==> src/rtl/conv_out_packer.sv <==
// conv_out_packer: saturate conv samples to 8-bit edge magnitudes, tag raster position, buffer in a FIFO
module conv_out_packer #(
  parameter int         OUTPUT_SIZE = 14,
  parameter int         IN_W        = 13,
  parameter int         FIFO_DEPTH  = 8,
  parameter logic [7:0] THRESH      = 8'd32
) (
  input  logic            clk,
  input  logic            reset,
  input  logic            in_valid,
  input  logic [IN_W-1:0] in_data,
  output logic            out_valid,
  input  logic            out_ready,
  output logic [7:0]      out_pixel,
  output logic            out_edge,
  output logic            out_eol,
  output logic            out_eof,
  output logic            overflow,
  output logic            frame_done,
  output logic            busy
);
  localparam int CW = $clog2(OUTPUT_SIZE);
  localparam int AW = $clog2(FIFO_DEPTH);
  typedef enum logic [1:0] {IDLE, ACTIVE, FLUSH} state_t;
  state_t state, state_next;
  logic nf, nf_next;
  logic [IN_W:0] ext, mag;
  logic [7:0] pix;
  logic [CW-1:0] col, row;
  logic in_eol, in_eof;
  logic a_valid;
  logic [10:0] a_entry, head, last;
  logic [10:0] mem [FIFO_DEPTH];
  logic [AW:0] wr_ptr, rd_ptr;
  logic empty, full, push, pop;
  // one extra bit of width lets -2^(IN_W-1) negate to a positive magnitude
  assign ext    = {in_data[IN_W-1], in_data};
  assign mag    = ext[IN_W] ? (~ext + 1'b1) : ext;
  assign pix    = |mag[IN_W:8] ? 8'hFF : mag[7:0];
  assign in_eol = col == CW'(OUTPUT_SIZE - 1);
  assign in_eof = in_eol && row == CW'(OUTPUT_SIZE - 1);
  assign empty  = wr_ptr == rd_ptr;
  assign full   = wr_ptr[AW] != rd_ptr[AW] && wr_ptr[AW-1:0] == rd_ptr[AW-1:0];
  assign pop    = out_valid && out_ready;
  assign push   = a_valid && (!full || pop);
  assign head   = mem[rd_ptr[AW-1:0]];
  assign out_valid = !empty;
  assign {out_pixel, out_edge, out_eol, out_eof} = empty ? last : head;
  assign busy = state != IDLE;
  // stage A register and raster counters; counters advance even when the sample is later dropped
  always_ff @(posedge clk or negedge reset) begin
    if (!reset) begin
      a_valid <= 1'b0;
      a_entry <= '0;
      col     <= '0;
      row     <= '0;
    end else begin
      a_valid <= in_valid;
      if (in_valid) begin
        a_entry <= {pix, pix >= THRESH, in_eol, in_eof};
        col     <= in_eol ? '0 : col + 1'b1;
        row     <= in_eof ? '0 : in_eol ? row + 1'b1 : row;
      end
    end
  end
  // FIFO storage needs no reset; the pointers define what is valid
  always_ff @(posedge clk) begin
    if (push) mem[wr_ptr[AW-1:0]] <= a_entry;
  end
  // FIFO pointers, held output fields while empty, sticky overflow and eof-pop pulse
  always_ff @(posedge clk or negedge reset) begin
    if (!reset) begin
      wr_ptr     <= '0;
      rd_ptr     <= '0;
      last       <= '0;
      overflow   <= 1'b0;
      frame_done <= 1'b0;
    end else begin
      if (push) wr_ptr <= wr_ptr + 1'b1;
      if (pop) begin
        rd_ptr <= rd_ptr + 1'b1;
        last   <= head;
      end
      if (a_valid && !push) overflow <= 1'b1;
      frame_done <= pop && head[0];
    end
  end
  // FSM state register plus the "next frame already started" flag used while flushing
  always_ff @(posedge clk or negedge reset) begin
    if (!reset) begin
      state <= IDLE;
      nf    <= 1'b0;
    end else begin
      state <= state_next;
      nf    <= nf_next;
    end
  end
  // next-state logic: FLUSH waits for the eof beat to leave, then resumes or idles
  always_comb begin
    state_next = state;
    nf_next    = nf;
    case (state)
      IDLE:   state_next = in_valid ? ACTIVE : IDLE;
      ACTIVE: if (in_valid && in_eof) begin
        state_next = FLUSH;
        nf_next    = 1'b0;
      end
      FLUSH: begin
        if (in_valid) nf_next = 1'b1;
        if (pop && head[0]) begin
          state_next = (nf || in_valid) ? ACTIVE : IDLE;
          nf_next    = 1'b0;
        end
      end
      default: state_next = IDLE;
    endcase
  end
endmodule

==> config.mk <==
export PLATFORM = sky130hd
export DESIGN_NAME = conv_out_packer
export DESIGN_NICKNAME = d
export VERILOG_FILES = /design/src/rtl/conv_out_packer.sv
export SDC_FILE = /design/constraint.sdc
export NUM_CORES = 1
export LEC_CHECK = 0
export ABC_CLOCK_PERIOD_IN_PS = 3300
export BUFFER_PORTS_ARGS = -buffer_cell sky130_fd_sc_hd__clkbuf_2
export CORE_ASPECT_RATIO = 1.2
export CORE_MARGIN = 2
export CORE_UTILIZATION = 30
export DETAILED_ROUTE_END_ITERATION = 7
export GPL_ROUTABILITY_DRIVEN = 0
export GPL_TIMING_DRIVEN = 0
export PLACE_DENSITY_LB_ADDON = 0.08
export SLEW_MARGIN = 0
export SYNTH_ARGS = -nofsm -noshare
export SYNTH_HDL_FRONTEND = slang
export SYNTH_SLANG_ARGS = --single-unit
==> constraint.sdc <==
create_clock -name clk -period 3.3 [get_ports clk]
set_input_delay 0.165 -clock clk [delete_from_list [all_inputs] [get_ports clk]]
set_output_delay 0.165 -clock clk [all_outputs]
set_load 0.05 [all_outputs]
# Word level (Yosys, flattened, before mapping)
# Memories as Yosys holds them, arrays and structs flattened.
# Cells that the tools add are included.
# totals
regBits	44
memories	1
input_bits	17
ramBits	88
out_inout_bits	15
# mem_list
name	depth	word_bits	rd	rd_ports_with_merged_regs	wr	line	text
mem	8	11	1	0	1	33	logic [10:0] mem [FIFO_DEPTH];
# classes
eq_ne	10
bitwise	1
muxes	17
reduce_logical	20
magnitude_cmp	1
n_addsub	5
# ops
cell	count
4-bit by 1-bit adder with 4-bit output, second input constant	4
14-bit by 1-bit adder with 14-bit output, second input constant	1
14-bit 2-to-1 mux	1
14-bit inverter	1
4-bit 2-to-1 mux	3
11-bit 2-to-1 mux	1
4-bit equality test, second input constant	2
8-bit by 6-bit >= comparator with 1-bit output, second input constant	1
8-bit 2-to-1 mux	1
1-bit logical AND	7
1-bit 2-to-1 mux	7
2-bit case mux with 3 select lines	1
2-bit nonzero test	3
6-bit OR reduction	1
4-bit equality test	1
2-bit 2-to-1 mux	2
2-bit inequality test, second input constant	2
2-bit AND reduction	2
3-bit equality test	1
1-bit zero test	3
3-bit inequality test, second input constant	1
3-bit AND reduction	1
2-bit by 1-bit equality test with 1-bit output, second input constant	1
2-bit equality test, second input constant	1
4 further kinds	5

# Longest topological paths before layout
# Gate-level depths: netlist of run 1.
# depth
ltp_word	7
depth_mapped	8
ltp_nobuf	7

# Least setup slack after synthesis of run 1
# Ideal clock, no wire load.
# synth_path
path_type	register -> register
start	register wr_ptr[0]
end	memory mem[1][0], enable pin
arrival_time_ps	2261
path_buffers	1
slack_ps	627
stages_incl_launch_ff	7
setup_time_ps	412
period_less_slack_ps	2673
required_time_ps	2888
cell_sequence	dfrtp_1 > buf_2 > xnor2_1 > nand2_1 > nor4_1 > nand2b_1 > nor4b_1
# synth_between
elab_chain_cells	7
# synth_lines
item	line	text
from (decl)	34	logic [AW:0] wr_ptr, rd_ptr;
from (signal assigned)	79	if (push) wr_ptr <= wr_ptr + 1'b1;
4-bit equality test / 3-bit equality test (equally long branches)	42, 43	
1-bit zero test / 1-bit logical AND (equally long branches)	47, 43	
1-bit logical AND / 1-bit zero test (equally long branches)	44, 45	
1-bit logical OR	45	assign push = a_valid && (!full || pop);
1-bit logical AND	45	
1-bit 2-to-1 mux	68	if (push) mem[wr_ptr[AW-1:0]] <= a_entry;
1-bit 2-to-1 mux (implied by the code)	68	
to (decl)	33	
# Parallel ways exist; a longest one is shown, timed or not.

# Worst setup path after layout of run 1
# layout_path
start	register rd_ptr[1]
end	output out_pixel[0]
# layout_between
elab_chain_cells	2
# layout_lines
item	line	text
from (decl)	34	
from (signal assigned)	81	rd_ptr <= rd_ptr + 1'b1;
memory 8 x 11 bit / 4-bit equality test (equally long branches)	--	
11-bit 2-to-1 mux (*)	48	assign {out_pixel, out_edge, out_eol, out_eof} = empty ? last : head;
to (decl)	14	output logic [7:0] out_pixel,
# Mark *: on every way between the ends. The rest lies on a longest branch, timed or not.

==> results.md, run 1 <==
* Slowest cell on the critical path: sky130_fd_sc_hd__clkbuf_1
* Switching Fraction at 36.6%
* Worst endpoint data arrival time at 2.64 ns
* Share of power burned in the clock network at 30.7%
* TritonCTS clock tree: yes
* IO buf count at 31
* Core Area at 18,200 µm²
* Worst setup path category: register to output pin
* Buffer cell driving the clock tree root: sky130_fd_sc_hd__clkbuf_16
* Crit. End Element: output pin
* Highest-count cells in the layout ignoring fill and taps: 88 x sky130_fd_sc_hd__edfxtp_1, 44 x sky130_fd_sc_hd__dfrtp_1, 31 x sky130_fd_sc_hd__clkbuf_2
* Vias post-DR at 3,245
* Number of sinks on the clock net at 132
* Final #Nets at 468
* Die area at 19,800 µm²
* Inserted Clock Buffers at 17
* Clock transition at the register clock pins on the worst setup and hold paths after CTS at 0.06 ns
* Final worst clock skew at 0.00557 ns
* Count of pins over their slew limit at 0
* Most frequently used flop master after synthesis: sky130_fd_sc_hd__edfxtp_1
* DRC viols at 0
* Internal power of the cells at 4.30 mW
* Post-layout utilization of the core at 37.5%
* Antenna cell count at 0
* Residual overflow from global routing at 0
* Post-CTS setup buffer count at 0
* Combined buffer and inverter count along the critical path at 3
* Pin count of the biggest net entering global routing at 45
* Fraction of final layout cells with drive strength greater than 1 at 25.8%
* P_leak at 2.45 nW
* Most common library cell in the layout ignoring fill and taps: sky130_fd_sc_hd__edfxtp_1
* Number of hold-slack violations in the final timing report at 8
* Violated checks: negative hold slack
* Sequential group share of total power at 33.3%
* Power density relative to cell area at 990 nW/µm²
* Post-cts repair resize count at 0
* Dominant cells by area after synthesis: sky130_fd_sc_hd__edfxtp_1 47%, sky130_fd_sc_hd__dfrtp_1 20%, sky130_fd_sc_hd__mux4_2 8.8%
* Min Hold Slack at -0.00782 ns
* Bufs on Longest Clock Path at 2
* Cell accounting for the most synthesized area: sky130_fd_sc_hd__edfxtp_1
* Sequential cell area fraction in the yosys report at 66.8%
* Number of synthesized register bits at 132
* Type of origin of the critical path: register
* Total half-perimeter wirelength after legalization and detailed placement at 8.14 mm
* Setup TNS after final layout at 0 ns
* Logic pwr share at 36.0%
* Run status: finished with violations
* CP max stage delay at 0.57 ns
* Vias per Instance at 4.79
* Total wire length after detailed routing at 11.9 mm
* Number of optimization iterations in the first detailed-route pass at 4
* RSZ-0062 raised after global routing: false
* Hold-fix buffer count after cts at 1
* Switching power of the nets at 2.48 mW
* Synthesized area per cell at 14.8 µm²
* Share of flip-flops with an asynchronous set or reset after synthesis at 33.3%
* Antenna violations before repair at 0
* Count of unique library cells instantiated by Yosys at 44
* Ratio of final minimum period to clock period at 85.1%
* Top delay family on crit path: buffers and inverters
* Maximum frequency from static timing analysis at 356 MHz
* Share of the synthesized area in the top cell type at 47.1%
* Global-route wire length before repair at 18.9 mm
* Transition time at the pin with the least slew margin at 1.22 ns
* VDD IR max at 0.523 mV
* Required time of the critical path at 3.13 ns
* Die extent in x at 129 µm
* Final period demand of the worst path at 2.81 ns
* Std cell rows at 54
* Ordered cell list for the critical path: buf_2 -> clkbuf_1 -> mux4_2 -> mux2i_1 -> a21oi_1 -> clkbuf_2
* Number of flops mapped to enable cells by yosys at 88
* Post-synth design cell area at 5610 µm²
* Syn Inst Count at 380
* Count of synthesis-stage warnings from yosys at 0
* Max FO, Critical Path at 10
* DRC marker count from the first detailed-route iteration at 178
* Worst Hold Class: input port to async pin
* Relative max-transition margin at 18.9%
* Clock network latency to the later pin of the worst-skew pair at 0.42 ns
* Total global-route track usage at 13.1%
* Die Height at 154 µm
* Routed len/inst at 17.5 µm
* Max cap viols at 0
* Deepest level of the CTS H-tree at 4
* DRT antenna net count at 0
* Effective utilization at floorplan at 30.7%
* Synth-to-Final Area Change at 22.1%
* Post-Synthesis Net Count at 407
* Top Ports at 32
* Vias in the first global route at 3,290
* Number of setup violations in the final report at 0
[layout make-up]
cell class                 instances  area [µm²]
buffer                            22         105
clock buffer                      19         453
clock inverter                    13         205
fill                            1721       11400
inverter                          11        41.3
multi-input combinational        215        1760
sequential                       132        3740
tap                              224         280
timing repair buffer              42         263
[metrics by stage]
stage | instances | hold WS [ns] | cell area, µm² | power, mW | setup slack, ns
after global placement | 635 | 0.341 | 6040 | 4.69 | -1.03
final | 678 | -0.00782 | 6850 | 6.78 | 0.492
after CTS | 678 | 0.0186 | 6850 | 6.90 | 0.381
after detailed placement | 645 | 0.339 | 6180 | 4.78 | 0.850
after global routing | 678 | 0.0356 | 6850 | 7.18 | 0.323
after floorplan | 380 | -0.131 | 5610 | 4.08 | 0.627
[logic make-up (layout without fill, tap and decap cells)]
logic type | count (synthesis) | in the layout | synth area share [%]
and+or+nand+nor | 84 | 84 | 7.01
buffers and inverters | 33 | 107 | 2.61
DFF | 132 | 132 | 66.8
adders and majority gates | 10 | 10 | 2.23
xor gates and xnor gates | 17 | 17 | 2.66
muxes | 38 | 38 | 11.8
AOI/OAI and AO/OA | 66 | 66 | 6.96
[worst paths after layout]
kind	startpoint	slack, ns	cells past startpoint	to
min reg2reg	last[6]	0.48	2	last[6]
min	reset	-0.008	1	last[9]
max	rd_ptr[1]	0.49	6	out_pixel[0]
max reg2reg	wr_ptr[0]	0.94	7	mem[5][6]
min in group clk	in_data[0]	0.03	3	a_entry[3]
max in group asynchronous	reset	2.56	1	a_entry[1]
[registers in the layout, summed over array words and instances, names as in the netlist, 2 cells and up]
name,count
state,2
col,4
row,4
rd_ptr,4
a_entry,11
last,11
wr_ptr,4
mem,88
[Yosys cell counts, types with 4 or more instances]
cell type,instances
sky130_fd_sc_hd__inv_1,11
sky130_fd_sc_hd__nand4_1,4
sky130_fd_sc_hd__nand2_1,25
sky130_fd_sc_hd__nor2_1,28
sky130_fd_sc_hd__xnor2_1,9
sky130_fd_sc_hd__buf_2,9
sky130_fd_sc_hd__mux4_2,22
sky130_fd_sc_hd__xor2_1,8
sky130_fd_sc_hd__mux2_2,4
sky130_fd_sc_hd__mux2i_1,12
sky130_fd_sc_hd__dfrtp_1,44
sky130_fd_sc_hd__edfxtp_1,88
sky130_fd_sc_hd__ha_1,10
sky130_fd_sc_hd__clkbuf_1,9
sky130_fd_sc_hd__a21oi_1,21
sky130_fd_sc_hd__nor3_1,4
sky130_fd_sc_hd__nand3_1,6
sky130_fd_sc_hd__o21ai_0,25
[layer usage]
layer	vias to the layer above	track usage [%]	part of all wire, %
met2	74	20.3	48
met5	-	0	0
met1	1599	17.3	46
met4	0	6.06	2.2
met3	18	3.17	3.5
li1	1554	-	-
[power by group through the flow]
stage | logic, mW | clock network [mW] | registers (mW)
floorplan | 1.79 | 0 | 2.29
global placement | 2.40 | 0 | 2.29
detailed placement | 2.49 | 0 | 2.29
CTS | 2.51 | 2.14 | 2.26
global route | 2.69 | 2.21 | 2.29
finish | 2.44 | 2.08 | 2.26
No activity file was read; power rests on OpenSTA's default activity.
==> run 2: changes to the inputs <==
--- a/config.mk
+++ b/config.mk
@@ -8,7 +8,6 @@
 export ABC_CLOCK_PERIOD_IN_PS = 3300
 export BUFFER_PORTS_ARGS = -buffer_cell sky130_fd_sc_hd__clkbuf_2
 export CORE_ASPECT_RATIO = 1.2
-export CORE_MARGIN = 2
 export CORE_UTILIZATION = 30
 export DETAILED_ROUTE_END_ITERATION = 7
 export GPL_ROUTABILITY_DRIVEN = 0
==> results.md, run 2 (synthesized netlist as in run 1, its figures left out) <==
* Layer carrying the most global-route usage: met2
* Crit. End Element: output pin
* Total wire length after detailed routing at 11.8 mm
* Die extent in x at 127 µm
* Power density relative to cell area at 954 nW/µm²
* Routed len/inst at 17.4 µm
* P_leak at 2.41 nW
* Reg2reg start: wr_ptr[0]
* Global-route wire length before repair at 19.1 mm
* Top delay family on crit path: buffers and inverters
* Antenna violations before repair at 0
* Fraction of final layout cells with drive strength greater than 1 at 24.6%
* Slowest cell on the critical path: sky130_fd_sc_hd__clkbuf_1
* Max FO, Critical Path at 10
* Total half-perimeter wirelength after legalization and detailed placement at 8.07 mm
* DRC marker count from the first detailed-route iteration at 165
* Global-route track usage on met1 at 18.1%
* Most common library cell in the layout ignoring fill and taps: sky130_fd_sc_hd__edfxtp_1
* DRC viols at 0
* TritonCTS clock tree: yes
* Residual overflow from global routing at 0
* IO buf count at 31
* Area taken by flip-flops and latches at 3740 µm²
* DRT antenna net count at 0
* Final worst clock skew at 0.00830 ns
* Die area at 19,200 µm²
* Inserted Clock Buffers at 17
* Count of pins over their slew limit at 0
* Relative max-transition margin at 37.6%
* Hold depth at 3
* Combined buffer and inverter count along the critical path at 3
* Hold Crit Endpoint: a_entry[3]
* Maximum frequency from static timing analysis at 349 MHz
* Vias per Instance at 4.79
* Bufs on Longest Clock Path at 2
* Clock transition at the register clock pins on the worst setup and hold paths after CTS at 0.05 ns
* Highest-count cells in the layout ignoring fill and taps: 88 x sky130_fd_sc_hd__edfxtp_1, 44 x sky130_fd_sc_hd__dfrtp_1, 30 x sky130_fd_sc_hd__clkbuf_2
* Top Ports at 32
* RSZ-0062 raised after global routing: false
* Type of origin of the critical path: register
* Max cap viols at 0
* Final #Nets at 470
* Hold-fix buffer count after cts at 1
* Total chip power at 6.47 mW
* Synth-to-Final Area Change at 20.9%
* Met3 global-route usage at 3.27%
* Effective utilization at floorplan at 30.7%
* VDD IR max at 0.373 mV
* Pin count of the biggest net entering global routing at 45
* Ratio of final minimum period to clock period at 86.8%
* Required time of the critical path at 3.13 ns
* Post-cts repair resize count at 0
* Final-layout fill cell count at 1,745
* Die Height at 152 µm
* Run status: completed
* Number of sinks on the clock net at 132
* Core Area at 18,200 µm²
* Setup TNS after final layout at 0 ns
* Worst setup path category: register to output pin
* Transition time at the pin with the least slew margin at 0.936 ns
* Ordered cell list for the critical path: buf_2 -> clkbuf_1 -> mux4_2 -> mux2i_1 -> a21oi_1 -> clkbuf_2
* Post-CTS setup buffer count at 0
* Final period demand of the worst path at 2.86 ns
* Destination of the worst register-to-register timing path: mem[3][10]
* Total global-route track usage at 13.7%
* Origin of the worst min-delay path: in_data[0]
* Buffer cell driving the clock tree root: sky130_fd_sc_hd__clkbuf_16
* Met2 demand-to-capacity share in global routing at 21.7%
* Number of optimization iterations in the first detailed-route pass at 6
* Worst Hold Class: input port to register
* Vias post-DR at 3,255
* Worst endpoint data arrival time at 2.70 ns
* Clock network latency to the later pin of the worst-skew pair at 0.41 ns
* Setup slack of the most critical reg-to-reg path at 0.95 ns
* Number of cells on the worst reg-to-reg path at 7
* Number of setup violations in the final report at 0
* Number of hold-slack violations in the final timing report at 0
* Min Hold Slack at 0.0505 ns
* Area of the multi-input gates at 1760 µm²
* CP max stage delay at 0.60 ns
* Deepest level of the CTS H-tree at 4
* Antenna cell count at 0
* Std cell rows at 54
* Max FFs per register at 88
* Vias in the first global route at 3,317
run 2: cell types whose count changed in the layout (fill, tap and decap cells not counted), sizes merged:
cell / previous run / this run
clkbuf: 59 / 67
bufinv: 5 / 1
clkinv: 6 / 2
buf: 23 / 25
clkinvlp: 2 / 1
dlygate4sd3: 1 / 2
run 2: stage by stage:
step / util, % / area [µm²] / std cells / setup slack (ns)
6_report: 37.2 / 6780 / 680 / 0.437
5_1_grt: 37.2 / 6780 / 680 / 0.273
4_1_cts: 37.0 / 6750 / 678 / 0.405
3_5_place_dp: 33.9 / 6180 / 645 / 0.853
3_3_place_gp: 33.1 / 6040 / 635 / -0.903
2_1_floorplan: - / 5610 / 380 / 0.627
run 2: per-layer routing:
| layer | part of all wire [%] | up-vias | wire, µm |
|---|---|---|---|
| met5 | 0 | - | 0 |
| met4 | 1.5 | 0 | 180 |
| met3 | 2.3 | 12 | 271 |
| met2 | 47 | 49 | 5570 |
| met1 | 49 | 1630 | 5810 |
| li1 | - | 1564 | - |
run 2: report_power, final:
group / switching, mW / total, mW / internal [mW] / leakage (nW)
sequential: 0.160 / 2.26 / 2.10 / 1.21
clock: 0.647 / 1.76 / 1.11 / 0.269
combinational: 1.62 / 2.45 / 0.830 / 0.934
total: 2.42 / 6.47 / 4.04 / 2.41
run 2: worst max path at each step:
stage / startpoint / to / depth (start not counted)
after floorplan: wr_ptr[0] / mem[1][0] / 6
after global placement: rd_ptr[0] / mem[2][3] / 6
after detailed placement: rd_ptr[1] / out_pixel[7] / 6
after CTS: rd_ptr[1] / out_pixel[7] / 6
after global routing: rd_ptr[1] / out_pixel[7] / 6
final: rd_ptr[1] / out_pixel[7] / 6
run 2: worst reg2reg max path, cell delays in order, from the launching register on:
cell and delay, ns:
sky130_fd_sc_hd__dfrtp_1 0.37, sky130_fd_sc_hd__buf_2 0.20, sky130_fd_sc_hd__xnor2_1 0.18, sky130_fd_sc_hd__nand2_1 0.10, sky130_fd_sc_hd__nor4_1 0.07, sky130_fd_sc_hd__nand2b_1 0.25, sky130_fd_sc_hd__nor3_2 0.67, sky130_fd_sc_hd__buf_6 0.23
run 2: area by class of cell:
class                           count  area share, %
Timing Repair Buffer               44           4.38
Multi-Input combinational cell    215           25.9
Inverter                           11          0.609
Sequential cell                   132           55.2
Clock inverter                      4          0.701
Tap cell                          224           4.14
Clock buffer                       28           7.48
Buffer                             22           1.55
